==> src/rtl/tmr_ccp_pkg.sv <==
// tmr_ccp shared types: counting modes, control states, capture edge codes.
// Imported by the timer top and the capture edge sub-module.
package tmr_ccp_pkg;

    typedef enum logic [1:0] {
        CM_UP     = 2'd0,
        CM_DOWN   = 2'd1,
        CM_UPDOWN = 2'd2
    } cnt_mode_e;

    typedef enum logic [1:0] {
        ST_IDLE = 2'd0,
        ST_RUN  = 2'd1,
        ST_DONE = 2'd2
    } state_e;

    localparam logic [1:0] EDGE_NONE = 2'b00;
    localparam logic [1:0] EDGE_RISE = 2'b01;
    localparam logic [1:0] EDGE_FALL = 2'b10;
    localparam logic [1:0] EDGE_BOTH = 2'b11;

endpackage

==> src/rtl/tmr_ccp_if.sv <==
// tmr_ccp register-file side bundle: configuration in, counter/flags out.
// master = register file, slave = timer.
interface tmr_ccp_if #(
    parameter int W   = 32,
    parameter int PW  = 16,
    parameter int NCH = 4
);
    logic               en;
    logic [PW-1:0]      pre;
    logic [W-1:0]       top;
    logic [1:0]         cnt_mode;
    logic               one_shot;
    logic [NCH*W-1:0]   cmp;
    logic [NCH-1:0]     ch_cap;
    logic [2*NCH-1:0]   ch_edge;
    logic [NCH-1:0]     ch_pol;
    logic [NCH-1:0]     cap_in;
    logic               ovf_clr;
    logic [NCH-1:0]     ch_flag_clr;
    logic [NCH:0]       irq_mask;
    logic [W-1:0]       cnt;
    logic [NCH*W-1:0]   capture;
    logic [NCH-1:0]     pwm_out;
    logic               ovf;
    logic [NCH-1:0]     ch_flag;
    logic               irq;

    modport master (
        output en, pre, top, cnt_mode, one_shot, cmp, ch_cap, ch_edge,
        output ch_pol, cap_in, ovf_clr, ch_flag_clr, irq_mask,
        input  cnt, capture, pwm_out, ovf, ch_flag, irq
    );

    modport slave (
        input  en, pre, top, cnt_mode, one_shot, cmp, ch_cap, ch_edge,
        input  ch_pol, cap_in, ovf_clr, ch_flag_clr, irq_mask,
        output cnt, capture, pwm_out, ovf, ch_flag, irq
    );
endinterface

==> src/rtl/tmr_ccp_edge.sv <==
// Capture pin synchroniser and edge detector with selectable edge.
// Emits a registered one-cycle pulse three edges after the pin is sampled.
module tmr_ccp_edge
    import tmr_ccp_pkg::*;
(
    input  logic       clk,
    input  logic       rst,
    input  logic       i_pin,
    input  logic [1:0] i_sel,
    output logic       o_ev
);
    logic r_s1, r_s2, r_s3, r_ev;
    logic w_rise, w_fall, w_hit;

    assign w_rise = r_s2 & ~r_s3;
    assign w_fall = ~r_s2 & r_s3;
    assign w_hit  = (w_rise && (i_sel == EDGE_RISE || i_sel == EDGE_BOTH))
                 || (w_fall && (i_sel == EDGE_FALL || i_sel == EDGE_BOTH));

    // two-flop sync, one history flop, registered event pulse
    always_ff @(posedge clk) begin
        if (rst) begin
            r_s1 <= 1'b0;
            r_s2 <= 1'b0;
            r_s3 <= 1'b0;
            r_ev <= 1'b0;
        end else begin
            r_s1 <= i_pin;
            r_s2 <= r_s1;
            r_s3 <= r_s2;
            r_ev <= w_hit;
        end
    end

    assign o_ev = r_ev;
endmodule

==> src/rtl/tmr_ccp.sv <==
// Timer with shared up/down/centre counter and NCH compare/capture channels.
// Optional macro TMR_CCP_SHADOW_EN: top/cmp shadowed, reloaded in IDLE and at each UE.
module tmr_ccp
    import tmr_ccp_pkg::*;
#(
    parameter int W   = 32,
    parameter int PW  = 16,
    parameter int NCH = 4
) (
    input logic     clk,
    input logic     rst,
    tmr_ccp_if.slave bus
);
    state_e           r_state;
    logic [PW-1:0]    r_div;
    logic [W-1:0]     r_cnt;
    logic             r_dn;
    logic             r_ovf;
    logic             r_irq;
    logic [NCH-1:0]   r_flag;
    logic [NCH-1:0]   r_pwm;
    logic [NCH*W-1:0] r_cap;

    logic [W-1:0]     w_top;
    logic [NCH*W-1:0] w_cmp;
    logic [W-1:0]     w_start;
    logic [W-1:0]     w_cnt_nxt;
    logic [W-1:0]     w_one;
    logic             w_dn_nxt;
    logic             w_term;
    logic             w_run;
    logic             w_tick;
    logic             w_ue;
    logic             w_md_down;
    logic             w_md_ud;
    logic [NCH-1:0]   w_ev;
    logic [NCH-1:0]   w_set;

`ifdef TMR_CCP_SHADOW_EN
    logic [W-1:0]     r_top_a;
    logic [NCH*W-1:0] r_cmp_a;

    // active copies follow the inputs while idle and reload at each UE
    always_ff @(posedge clk) begin
        if (rst) begin
            r_top_a <= '0;
            r_cmp_a <= '0;
        end else if (r_state == ST_IDLE || w_ue) begin
            r_top_a <= bus.top;
            r_cmp_a <= bus.cmp;
        end
    end

    assign w_top = r_top_a;
    assign w_cmp = r_cmp_a;
`else
    assign w_top = bus.top;
    assign w_cmp = bus.cmp;
`endif

    assign w_one     = {{(W-1){1'b0}}, 1'b1};
    assign w_md_down = (bus.cnt_mode == CM_DOWN);
    assign w_md_ud   = (bus.cnt_mode == CM_UPDOWN);
    assign w_start   = w_md_down ? w_top : '0;
    assign w_run     = (r_state == ST_RUN);
    assign w_tick    = w_run && (r_div >= bus.pre);
    assign w_ue      = w_tick && w_term;

    // next count, direction and terminal detect for the selected mode
    always_comb begin
        w_term    = 1'b0;
        w_cnt_nxt = r_cnt;
        w_dn_nxt  = r_dn;
        if (w_md_ud) begin
            if (!r_dn) begin
                if (r_cnt >= w_top) begin
                    w_dn_nxt  = 1'b1;
                    w_cnt_nxt = (w_top == '0) ? '0 : r_cnt - w_one;
                end else begin
                    w_cnt_nxt = r_cnt + w_one;
                end
            end else if (r_cnt == '0) begin
                w_term    = 1'b1;
                w_dn_nxt  = 1'b0;
                w_cnt_nxt = (w_top == '0) ? '0 : w_one;
            end else begin
                w_cnt_nxt = r_cnt - w_one;
            end
        end else if (w_md_down) begin
            if (r_cnt == '0) begin
                w_term    = 1'b1;
                w_cnt_nxt = w_top;
            end else begin
                w_cnt_nxt = r_cnt - w_one;
            end
        end else begin
            if (r_cnt >= w_top) begin
                w_term    = 1'b1;
                w_cnt_nxt = '0;
            end else begin
                w_cnt_nxt = r_cnt + w_one;
            end
        end
    end

    // control FSM with prescaler and counter
    always_ff @(posedge clk) begin
        if (rst) begin
            r_state <= ST_IDLE;
            r_div   <= '0;
            r_cnt   <= '0;
            r_dn    <= 1'b0;
        end else if (!bus.en) begin
            r_state <= ST_IDLE;
            r_div   <= '0;
            r_cnt   <= w_start;
            r_dn    <= 1'b0;
        end else begin
            unique case (r_state)
                ST_IDLE: begin
                    r_state <= ST_RUN;
                    r_div   <= '0;
                    r_cnt   <= w_start;
                    r_dn    <= 1'b0;
                end
                ST_RUN: begin
                    r_div <= w_tick ? '0 : r_div + 1'b1;
                    if (w_ue && bus.one_shot) begin
                        r_state <= ST_DONE;
                    end else if (w_tick) begin
                        r_cnt <= w_cnt_nxt;
                        r_dn  <= w_dn_nxt;
                    end
                end
                ST_DONE: r_state <= ST_DONE;
                default: r_state <= ST_IDLE;
            endcase
        end
    end

    genvar gi;
    generate
        for (gi = 0; gi < NCH; gi++) begin : g_ch
            tmr_ccp_edge u_edge (
                .clk   (clk),
                .rst   (rst),
                .i_pin (bus.cap_in[gi]),
                .i_sel (bus.ch_edge[2*gi +: 2]),
                .o_ev  (w_ev[gi])
            );
            assign w_set[gi] = bus.ch_cap[gi]
                ? (w_ev[gi] && w_run)
                : (w_tick && (r_cnt == w_cmp[gi*W +: W]));
        end
    endgenerate

    // sticky flags (set wins), irq, PWM outputs and capture registers
    always_ff @(posedge clk) begin
        if (rst) begin
            r_ovf  <= 1'b0;
            r_flag <= '0;
            r_irq  <= 1'b0;
            r_pwm  <= '0;
            r_cap  <= '0;
        end else begin
            r_ovf  <= (r_ovf & ~bus.ovf_clr) | w_ue;
            r_flag <= (r_flag & ~bus.ch_flag_clr) | w_set;
            r_irq  <= |({r_ovf, r_flag} & bus.irq_mask);
            for (int i = 0; i < NCH; i++) begin
                r_pwm[i] <= !bus.ch_cap[i]
                         && ((r_cnt < w_cmp[i*W +: W]) ^ bus.ch_pol[i]);
                if (bus.ch_cap[i] && w_ev[i] && w_run)
                    r_cap[i*W +: W] <= r_cnt;
            end
        end
    end

    assign bus.cnt     = r_cnt;
    assign bus.capture = r_cap;
    assign bus.pwm_out = r_pwm;
    assign bus.ovf     = r_ovf;
    assign bus.ch_flag = r_flag;
    assign bus.irq     = r_irq;
endmodule
==> src/flat_wrapper.sv <==
// flat-port wrapper written by rule: the top's interface ports become plain ports
module tmr_ccp_flat import tmr_ccp_pkg::*;
#(
    parameter int W   = 32,
    parameter int PW  = 16,
    parameter int NCH = 4
)
  (clk, rst, bus_en, bus_pre, bus_top, bus_cnt_mode, bus_one_shot, bus_cmp, bus_ch_cap, bus_ch_edge, bus_ch_pol, bus_cap_in, bus_ovf_clr, bus_ch_flag_clr, bus_irq_mask, bus_cnt, bus_capture, bus_pwm_out, bus_ovf, bus_ch_flag, bus_irq);
  tmr_ccp_if #(.W(W), .PW(PW), .NCH(NCH)) bus_i ();
  input logic clk;
  input logic rst;
  input wire logic [$bits(bus_i.en)-1:0] bus_en;
  input wire logic [$bits(bus_i.pre)-1:0] bus_pre;
  input wire logic [$bits(bus_i.top)-1:0] bus_top;
  input wire logic [$bits(bus_i.cnt_mode)-1:0] bus_cnt_mode;
  input wire logic [$bits(bus_i.one_shot)-1:0] bus_one_shot;
  input wire logic [$bits(bus_i.cmp)-1:0] bus_cmp;
  input wire logic [$bits(bus_i.ch_cap)-1:0] bus_ch_cap;
  input wire logic [$bits(bus_i.ch_edge)-1:0] bus_ch_edge;
  input wire logic [$bits(bus_i.ch_pol)-1:0] bus_ch_pol;
  input wire logic [$bits(bus_i.cap_in)-1:0] bus_cap_in;
  input wire logic [$bits(bus_i.ovf_clr)-1:0] bus_ovf_clr;
  input wire logic [$bits(bus_i.ch_flag_clr)-1:0] bus_ch_flag_clr;
  input wire logic [$bits(bus_i.irq_mask)-1:0] bus_irq_mask;
  output wire logic [$bits(bus_i.cnt)-1:0] bus_cnt;
  output wire logic [$bits(bus_i.capture)-1:0] bus_capture;
  output wire logic [$bits(bus_i.pwm_out)-1:0] bus_pwm_out;
  output wire logic [$bits(bus_i.ovf)-1:0] bus_ovf;
  output wire logic [$bits(bus_i.ch_flag)-1:0] bus_ch_flag;
  output wire logic [$bits(bus_i.irq)-1:0] bus_irq;
  assign bus_i.en = bus_en;
  assign bus_i.pre = bus_pre;
  assign bus_i.top = bus_top;
  assign bus_i.cnt_mode = bus_cnt_mode;
  assign bus_i.one_shot = bus_one_shot;
  assign bus_i.cmp = bus_cmp;
  assign bus_i.ch_cap = bus_ch_cap;
  assign bus_i.ch_edge = bus_ch_edge;
  assign bus_i.ch_pol = bus_ch_pol;
  assign bus_i.cap_in = bus_cap_in;
  assign bus_i.ovf_clr = bus_ovf_clr;
  assign bus_i.ch_flag_clr = bus_ch_flag_clr;
  assign bus_i.irq_mask = bus_irq_mask;
  assign bus_cnt = bus_i.cnt;
  assign bus_capture = bus_i.capture;
  assign bus_pwm_out = bus_i.pwm_out;
  assign bus_ovf = bus_i.ovf;
  assign bus_ch_flag = bus_i.ch_flag;
  assign bus_irq = bus_i.irq;
  tmr_ccp #(.W(W), .PW(PW), .NCH(NCH)) u_core (.clk(clk), .rst(rst), .bus(bus_i));
endmodule
==> config.mk <==
export PLATFORM = sky130hd
export DESIGN_NAME = tmr_ccp_flat
export DESIGN_NICKNAME = d
export VERILOG_FILES = /design/src/rtl/tmr_ccp_pkg.sv /design/src/rtl/tmr_ccp_if.sv /design/src/rtl/tmr_ccp_edge.sv /design/src/rtl/tmr_ccp.sv /design/src/flat_wrapper.sv
export SDC_FILE = /design/constraint.sdc
export NUM_CORES = 1
export LEC_CHECK = 0
export ABC_AREA = 1
export CORE_ASPECT_RATIO = 0.75
export CORE_MARGIN = 3
export CORE_UTILIZATION = 45
export CTS_CLUSTER_SIZE = 10
export DETAILED_ROUTE_END_ITERATION = 6
export PLACE_DENSITY = 0.79
export SYNTH_ARGS = -nofsm -noshare
export SYNTH_HDL_FRONTEND = slang
export SYNTH_SLANG_ARGS = --single-unit
==> constraint.sdc <==
create_clock -name clk -period 2.9 [get_ports clk]
set_clock_uncertainty 0.1 [all_clocks]
set_input_delay 0.58 -clock clk [delete_from_list [all_inputs] [get_ports clk]]
set_output_delay 0.58 -clock clk [all_outputs]
set_load 0.02 [all_outputs]
==> results.sh, run 1 <==
export IMPL_grt_max_degree=66
export IMPL_tightest_slew_ns=0.686
export IMPL_cts_buffers=26
export IMPL_finalWeightedCongestion=1.01
export IMPL_synth_adder_area_share=0.139
export IMPL_dr_first_iter_drc_count=1918
export IMPL_clock_sinks=205
export IMPL_worstPathArrival_ns=3.13
export IMPL_n_antenna_cell=0
export IMPL_fin_nets=3457
export IMPL_worstHoldPathType="reg -> reg"
export IMPL_clockBufferDepth=3
export IMPL_wirelength_um=65500
export IMPL_drtPass1Iterations=5
export IMPL_met1_usage=0.432
export IMPL_multi_input_area_mm2=0.0102
export IMPL_cts_tree="built"
export IMPL_synth_area_top_cells="dfxtp_1 (25%), ha_1 (14%), nand2_1 (11%)"
export IMPL_wl_per_cell_um=18.6
export IMPL_drv_slew=0
export IMPL_chipHeight_um=171
export IMPL_synth_mux_area_frac=0
export IMPL_num_rows=59
export IMPL_place_ws_ns=-0.527
export IMPL_clock_latency_ns=0.54
export IMPL_drv_cap=0
export IMPL_syn_nets=2997
export IMPL_boundaryPins=382
export IMPL_fmax_mhz=356
export IMPL_die_area_mm2=0.0388
export IMPL_yosysUniqueCellTypes=48
export IMPL_path_class="in -> reg"
export IMPL_yosys_area_top_type_share=0.250
export IMPL_h_tree_depth=1
export IMPL_layout_min_cycle_time_ns=2.81
export IMPL_ys_warnings_count=0
export IMPL_coreArea_mm2=0.0353
export IMPL_synth_top_family_by_area="simple AND/OR/NAND/NOR gates"
export IMPL_place_port_buffers=381
export IMPL_rr_worst_depth=23
export IMPL_final_antenna_net_count=0
export IMPL_powerDensity_mw_per_mm2=397
export IMPL_synthSimpleGateAreaFrac=0.264
export IMPL_setup_slack_ns=0.0884
export IMPL_final_cells=3527
export IMPL_synth_cell_area_mm2=0.0164
export IMPL_ff_latch_area_mm2=0.00411
export IMPL_final_cell_mix="nand2_1 (460), inv_1 (428), clkdlybuf4s50_1 (373)"
export IMPL_layout_commonest_cell="nand2_1"
export IMPL_timing_rr_end="u_core.bus.cnt[12]"
export IMPL_ys_ff_latch=205
export IMPL_syn_inst=2603
export IMPL_grt_pass1_vias=18100
export IMPL_hold_depth=2
export IMPL_fill_cells=3220
export IMPL_gr_usage_all_layers=0.323
export IMPL_hold_start="u_core.g_ch[0].u_edge.r_s1"
export IMPL_placed_cells=3488
export IMPL_r2r_slack_ns=0.17
export IMPL_leakagePower_nw=10.5
export IMPL_synth_xor_area_frac=0.0342
export IMPL_setup_viol=0
export IMPL_clk_pin_slew_worst_paths_ns=0.05
export IMPL_peakVddDrop_mv=0.470
export IMPL_grt_first_pass_wirelength_um=99100
export IMPL_dp_hpwl_um=50900
export IMPL_viasPerCell=5.40
export IMPL_grtUsageMet2=0.515
export IMPL_fin_crit_sh=0.970
export IMPL_cp_end_kind="flop"
export IMPL_synth_top_cell_by_area="dfxtp_1"
export IMPL_antenna_found_initial=0
export IMPL_start_util=0.465
export IMPL_busiest_layer="met2"
export IMPL_cts_root_buf="clkbuf_16"
export IMPL_gr_total_overflow=0
export IMPL_hold_end="u_core.g_ch[0].u_edge.r_s2"
export IMPL_drive_gt1_frac=0.0951
export IMPL_required_ns=3.22
export IMPL_final_util=0.642
export IMPL_die_w_um=227
export IMPL_avgSynthCellArea_um2=6.31
export IMPL_status="complete, no violations"
export IMPL_reg2reg_from="u_core.bus.cnt[2]"
export IMPL_synth_compound_area_frac=0.176
export IMPL_grt_use_met3=0.0703
export IMPL_drc=0
export IMPL_synthToLayoutAreaGrowth_pct=38.0
export IMPL_worst_path_max_fanout=7
export IMPL_num_vias=19000
export IMPL_power_mw=9.00
export IMPL_yosysSeqAreaShare=0.250
export IMPL_max_slew_margin_rel=0.542
export IMPL_crit_path_start_kind="input port"
export IMPL_holdBufCountCts=0
export IMPL_final_hold_viol_count=0
[power breakdown]
part	internal [mW]	switching [mW]	leakage [nW]	total, mW
Clock	1.68	1.21	0.351	2.89
Combinational	1.27	1.88	8.52	3.15
Sequential	2.89	0.0775	1.66	2.97
Total	5.83	3.17	10.5	9.00
[worst max-delay path: stages]
cell             delay [ns]
clkdlybuf4s50_1        0.50
inv_1                  0.10
ha_4                   0.23
nand2_2                0.07
inv_1                  0.04
nand2_1                0.06
nand2_1                0.06
nand2_1                0.09
nand2_2                0.08
nand2_2                0.07
nand2_2                0.09
nand2_4                0.11
nand2_4                0.08
buf_12                 0.15
clkbuf_4               0.17
buf_4                  0.14
nand2_1                0.05
nand2_1                0.04
nand2_1                0.05
nand3_1                0.07
nand2_1                0.08
nand2_1                0.06
nor2_1                 0.10
nor2_1                 0.06
[area by class of cell]
| class | count | share of cell area |
|---|---|---|
| clock buffer | 30 | 0.0308 |
| multi-input combinational | 1826 | 0.452 |
| tap | 457 | 0.0252 |
| sequential | 205 | 0.181 |
| timing repair buffer | 562 | 0.236 |
| inverter | 442 | 0.0733 |
| clock inverter | 5 | 0.00144 |
[timing repair]
action,CTS,global route
setup buffers,0,4
gates resized for setup,0,55
setup endpoints to repair,0,35
[flip-flops by register name (all words and copies together), names as in the netlist]
name                     cells
u_core.r_state               2
u_core.g_ch.u_edge.r_s2      4
u_core.bus.cnt              32
u_core.bus.irq               1
u_core.g_ch.u_edge.o_ev      4
u_core.bus.ch_flag           4
u_core.bus.capture         128
u_core.g_ch.u_edge.r_s1      4
u_core.bus.ovf               1
u_core.r_div                16
u_core.g_ch.u_edge.r_s3      4
u_core.bus.pwm_out           4
u_core.r_dn                  1
[cell usage after synthesis (all sizes together)]
library cell	number
o21ai	243
o21bai	2
nor3	20
a21oi	255
or4	1
clkbuf	83
nand2b	1
nor3b	2
nand3b	7
o21a	7
a2111oi	2
o22ai	1
ha	182
a32oi	2
nand2	475
a22o	1
a21o	3
o2111ai	1
o211ai	8
nand3	129
o221a	1
clkinv	5
a221oi	4
or2	4
xnor2	10
a31oi	10
dfxtp	205
xor2	54
a22oi	3
a211oi	7
buf	47
nor2	353
a21boi	1
nand4	32
inv	437
nor4	5
[how the worst max path moves through the flow]
stage | startpoint | endpoint | slack, ns | cells after the start
final | bus_top[3] | u_core.bus.cnt[12] | 0.09 | 24
after floorplan | bus_top[15] | u_core.bus.cnt[11] | 0.33 | 19
after CTS | bus_top[31] | u_core.bus.cnt[3] | 0.03 | 17
after global placement | bus_top[31] | u_core.bus.cnt[8] | -0.50 | 17
after detailed placement | bus_top[31] | u_core.bus.cnt[3] | -0.53 | 17
after global routing | bus_top[15] | u_core.bus.cnt[0] | -0.05 | 20
[layer usage]
layer / vias up / share of wire / wire length (µm)
li1: 9236 / - / -
met1: 8699 / 0.42 / 27700
met2: 943 / 0.44 / 28900
met3: 160 / 0.10 / 6580
met4: 0 / 0.036 / 2390
met5: - / 0 / 0
[cell families after synthesis]
kind of cell,after synthesis
AO/OA/AOI/OAI,551
buffers and inverters,572
AND/OR/NAND/NOR,1029
flip-flops,205
adder cells (fa/ha/maj),182
XOR/XNOR,64
[metrics by stage]
stage	cell area, µm²	setup TNS, ns	hold slack [ns]
2_1_floorplan	16400	0	0.288
5_1_grt	22700	-0.191	0.324
3_3_place_gp	21700	-16.35	0.290
4_1_cts	22400	0	0.303
6_report	22700	0	0.303
3_5_place_dp	21700	-16.72	0.295
Note: power is estimated with default switching activity, not from simulation.
==> run 2: changes to the inputs <==
Settings changed: ABC_AREA 1 to default, PLACE_DENSITY 0.79 to 0.81.
==> run 2 against run 1 <==
The flow now finishes with violations (negative setup slack). Synthesized area down 10%. Clock-buffer cell count did not move. Sequential share of layout area up 0.20 points. Via count fell by 5.6%.
==> results.sh, run 2 <==
export IMPL_drv_cap=0
export IMPL_required_ns=3.24
export IMPL_fin_nets=2959
export IMPL_worstHoldPathType="in -> reg"
export IMPL_cts_root_buf="clkbuf_16"
export IMPL_max_slew_margin_rel=0.501
export IMPL_synth_adder_area_share=0.154
export IMPL_layout_min_cycle_time_ns=3.15
export IMPL_h_tree_depth=1
export IMPL_boundaryPins=382
export IMPL_fmax_mhz=318
export IMPL_netlist_top_cells_count="nand2_1 (340), a21oi_1 (260), dfxtp_1 (205)"
export IMPL_synthToLayoutAreaGrowth_pct=52.8
export IMPL_placed_area_mm2=0.0206
export IMPL_die_w_um=215
export IMPL_gr_usage_all_layers=0.368
export IMPL_cpMaxStageDelayCell="or4_4"
export IMPL_grt_max_degree=128
export IMPL_fin_crit_sh=1.08
export IMPL_placed_cells=2940
export IMPL_final_antenna_net_count=0
export IMPL_place_port_buffers=381
export IMPL_synth_xor_area_frac=0.0362
export IMPL_final_cells=3009
export IMPL_status="finished, violations left"
export IMPL_place_ws_ns=-0.875
export IMPL_synth_compound_area_frac=0.227
export IMPL_path_class="reg -> reg"
export IMPL_holdBufCountCts=0
export IMPL_final_cell_mix="clkdlybuf4s50_1 (347), nand2_1 (337), a21oi_1 (247)"
export IMPL_syn_inst=2018
export IMPL_path_depth=13
export IMPL_peakVddDrop_mv=0.518
export IMPL_drive_gt1_frac=0.170
export IMPL_start_util=0.464
export IMPL_finalSetupTns_ns=-6.25
export IMPL_wl_per_cell_um=22.7
export IMPL_cpLargestDelayFamily="simple AND/OR/NAND/NOR gates"
export IMPL_synth_edf_count=0
export IMPL_viasPerCell=5.97
export IMPL_ys_flop_type="dfxtp_1"
export IMPL_tightest_slew_ns=0.744
export IMPL_violations="negative setup slack"
export IMPL_synth_top_family_by_area="compound AO/OA/AOI/OAI gates"
export IMPL_num_vias=18000
export IMPL_synth_cell_area_mm2=0.0148
export IMPL_largest_reg_flops=128
export IMPL_setup_slack_ns=-0.246
export IMPL_drv_slew=0
export IMPL_ys_warnings_count=0
export IMPL_dp_hpwl_um=49900
export IMPL_yosysSeqAreaShare=0.278
export IMPL_worst_path_max_fanout=7
export IMPL_clock_latency_ns=0.56
export IMPL_synth_mux_area_frac=0.000678
export IMPL_rr_worst_depth=13
export IMPL_rsz0062_at_grt="yes"
export IMPL_avgSynthCellArea_um2=7.31
export IMPL_crit_chain="or4_4, or4_4, nor3_4, buf_4, buf_6, nor2_4, a211oi_4, buf_4, buf_12, o221ai_2, a31oi_1, a211o_1, a21oi_1"
export IMPL_cts_tree="built"
export IMPL_final_hold_viol_count=0
export IMPL_leakagePower_nw=9.83
export IMPL_fin_area_mm2=0.0226
export IMPL_clockBufferDepth=3
export IMPL_chipHeight_um=163
export IMPL_setup_viol=36
export IMPL_grt_first_pass_wirelength_um=101000
export IMPL_hold_depth=2
export IMPL_wirelength_um=68400
export IMPL_cts_buffers=25
export IMPL_clk_pin_slew_worst_paths_ns=0.06
export IMPL_synth_area_top_cells="dfxtp_1 (28%), ha_1 (15%), a21oi_1 (8.8%)"
export IMPL_fill_cells=2512
export IMPL_drc=0
export IMPL_clock_sinks=205
export IMPL_syn_nets=2412
export IMPL_cp_end_kind="flop"
export IMPL_grt_pass1_vias=17400
export IMPL_post_synth_top_count_cell="nand2_1"
export IMPL_yosys_area_top_type_share=0.278
export IMPL_slowest_delay_ns=0.55
export IMPL_powerDensity_mw_per_mm2=387
export IMPL_layout_commonest_cell="clkdlybuf4s50_1"
export IMPL_coreArea_mm2=0.0318
export IMPL_gr_total_overflow=0
export IMPL_yosysUniqueCellTypes=71
export IMPL_synthArstFlopShare=0
export IMPL_die_area_mm2=0.0350
export IMPL_crit_buf_inv=4
export IMPL_antenna_found_initial=2
export IMPL_worstPathArrival_ns=3.49
export IMPL_finalWeightedCongestion=1.09
export IMPL_hold_slack_ns=0.321
export IMPL_ys_ff_latch=205
export IMPL_dr_first_iter_drc_count=1856
export IMPL_drtPass1Iterations=7
export IMPL_num_rows=56
export IMPL_synth_top_cell_by_area="dfxtp_1"
export IMPL_crit_path_start_kind="flop"
export IMPL_synthSimpleGateAreaFrac=0.222
==> run 2: worst reg2reg max path: stages, from the launching register on <==
cell and delay [ns]:
dfxtp_4 0.34, or4_4 0.53, or4_4 0.55, nor3_4 0.18, buf_4 0.16, buf_6 0.10
nor2_4 0.05, a211oi_4 0.24, buf_4 0.17, buf_12 0.13, o221ai_2 0.11, a31oi_1 0.20
a211o_1 0.12, a21oi_1 0.06
==> run 2: repair_timing <==
item,CTS,global route
endpoints found under the setup margin,39,41
pin swaps,34,46
gates resized for setup,115,121
cloned,5,2
buffers inserted,22,6
endpoints found under the hold margin,0,0
==> run 2: path summary, 6_finish.rpt <==
| check | startpoint | to | slack (ns) |
|---|---|---|---|
| worst max-delay path | u_core.bus.cnt[26] | u_core.bus.cnt[27] | -0.25 |
| worst min-delay path | rst | u_core.bus.capture[5] | 0.32 |
| worst max register to register | u_core.bus.cnt[26] | u_core.bus.cnt[27] | -0.25 |
| worst min register to register | u_core.g_ch[2].u_edge.r_s1 | u_core.g_ch[2].u_edge.r_s2 | 0.34 |
==> run 2: per-stage QoR <==
step / util / power, mW
floorplan: - / 4.28
global placement: 0.647 / 5.47
detailed placement: 0.647 / 5.53
CTS: 0.689 / 8.50
global route: 0.709 / 9.00
finish: 0.709 / 8.72
==> run 2: area by class of cell <==
class,instances,area (µm²),share of cell area
diodes,3,7.51,0.000333
clock inverters,3,32.5,0.00144
flip-flops and latches,205,4130,0.183
multi-input cells,1496,10300,0.455
inverters,188,709,0.0314
well taps,435,544,0.0241
clock buffers,30,664,0.0295
repair buffers,649,6210,0.275
==> run 2: cell families after synthesis <==
kind of cell               after synthesis
DFF                                    205
xor gates and xnor gates                61
adders and majority gates              182
AOI/OAI and AO/OA                      552
and+or+nand+nor                        700
muxes                                    1
buffers and inverters                  317
==> run 2: layer usage <==
| metal | up-vias | part of all wire | track usage |
|---|---|---|---|
| met3 | 216 | 0.14 | 0.128 |
| met5 | - | 0.0015 | 0.0139 |
| met1 | 8472 | 0.39 | 0.475 |
| li1 | 8124 | - | - |
| met2 | 1162 | 0.43 | 0.575 |
| met4 | 2 | 0.041 | 0.126 |
==> run 2: power breakdown <==
group | leakage, nW | total, mW | switching [mW] | internal (mW)
clock network | 0.340 | 2.84 | 1.24 | 1.60
logic | 7.82 | 2.95 | 1.61 | 1.34
registers | 1.67 | 2.92 | 0.0558 | 2.87
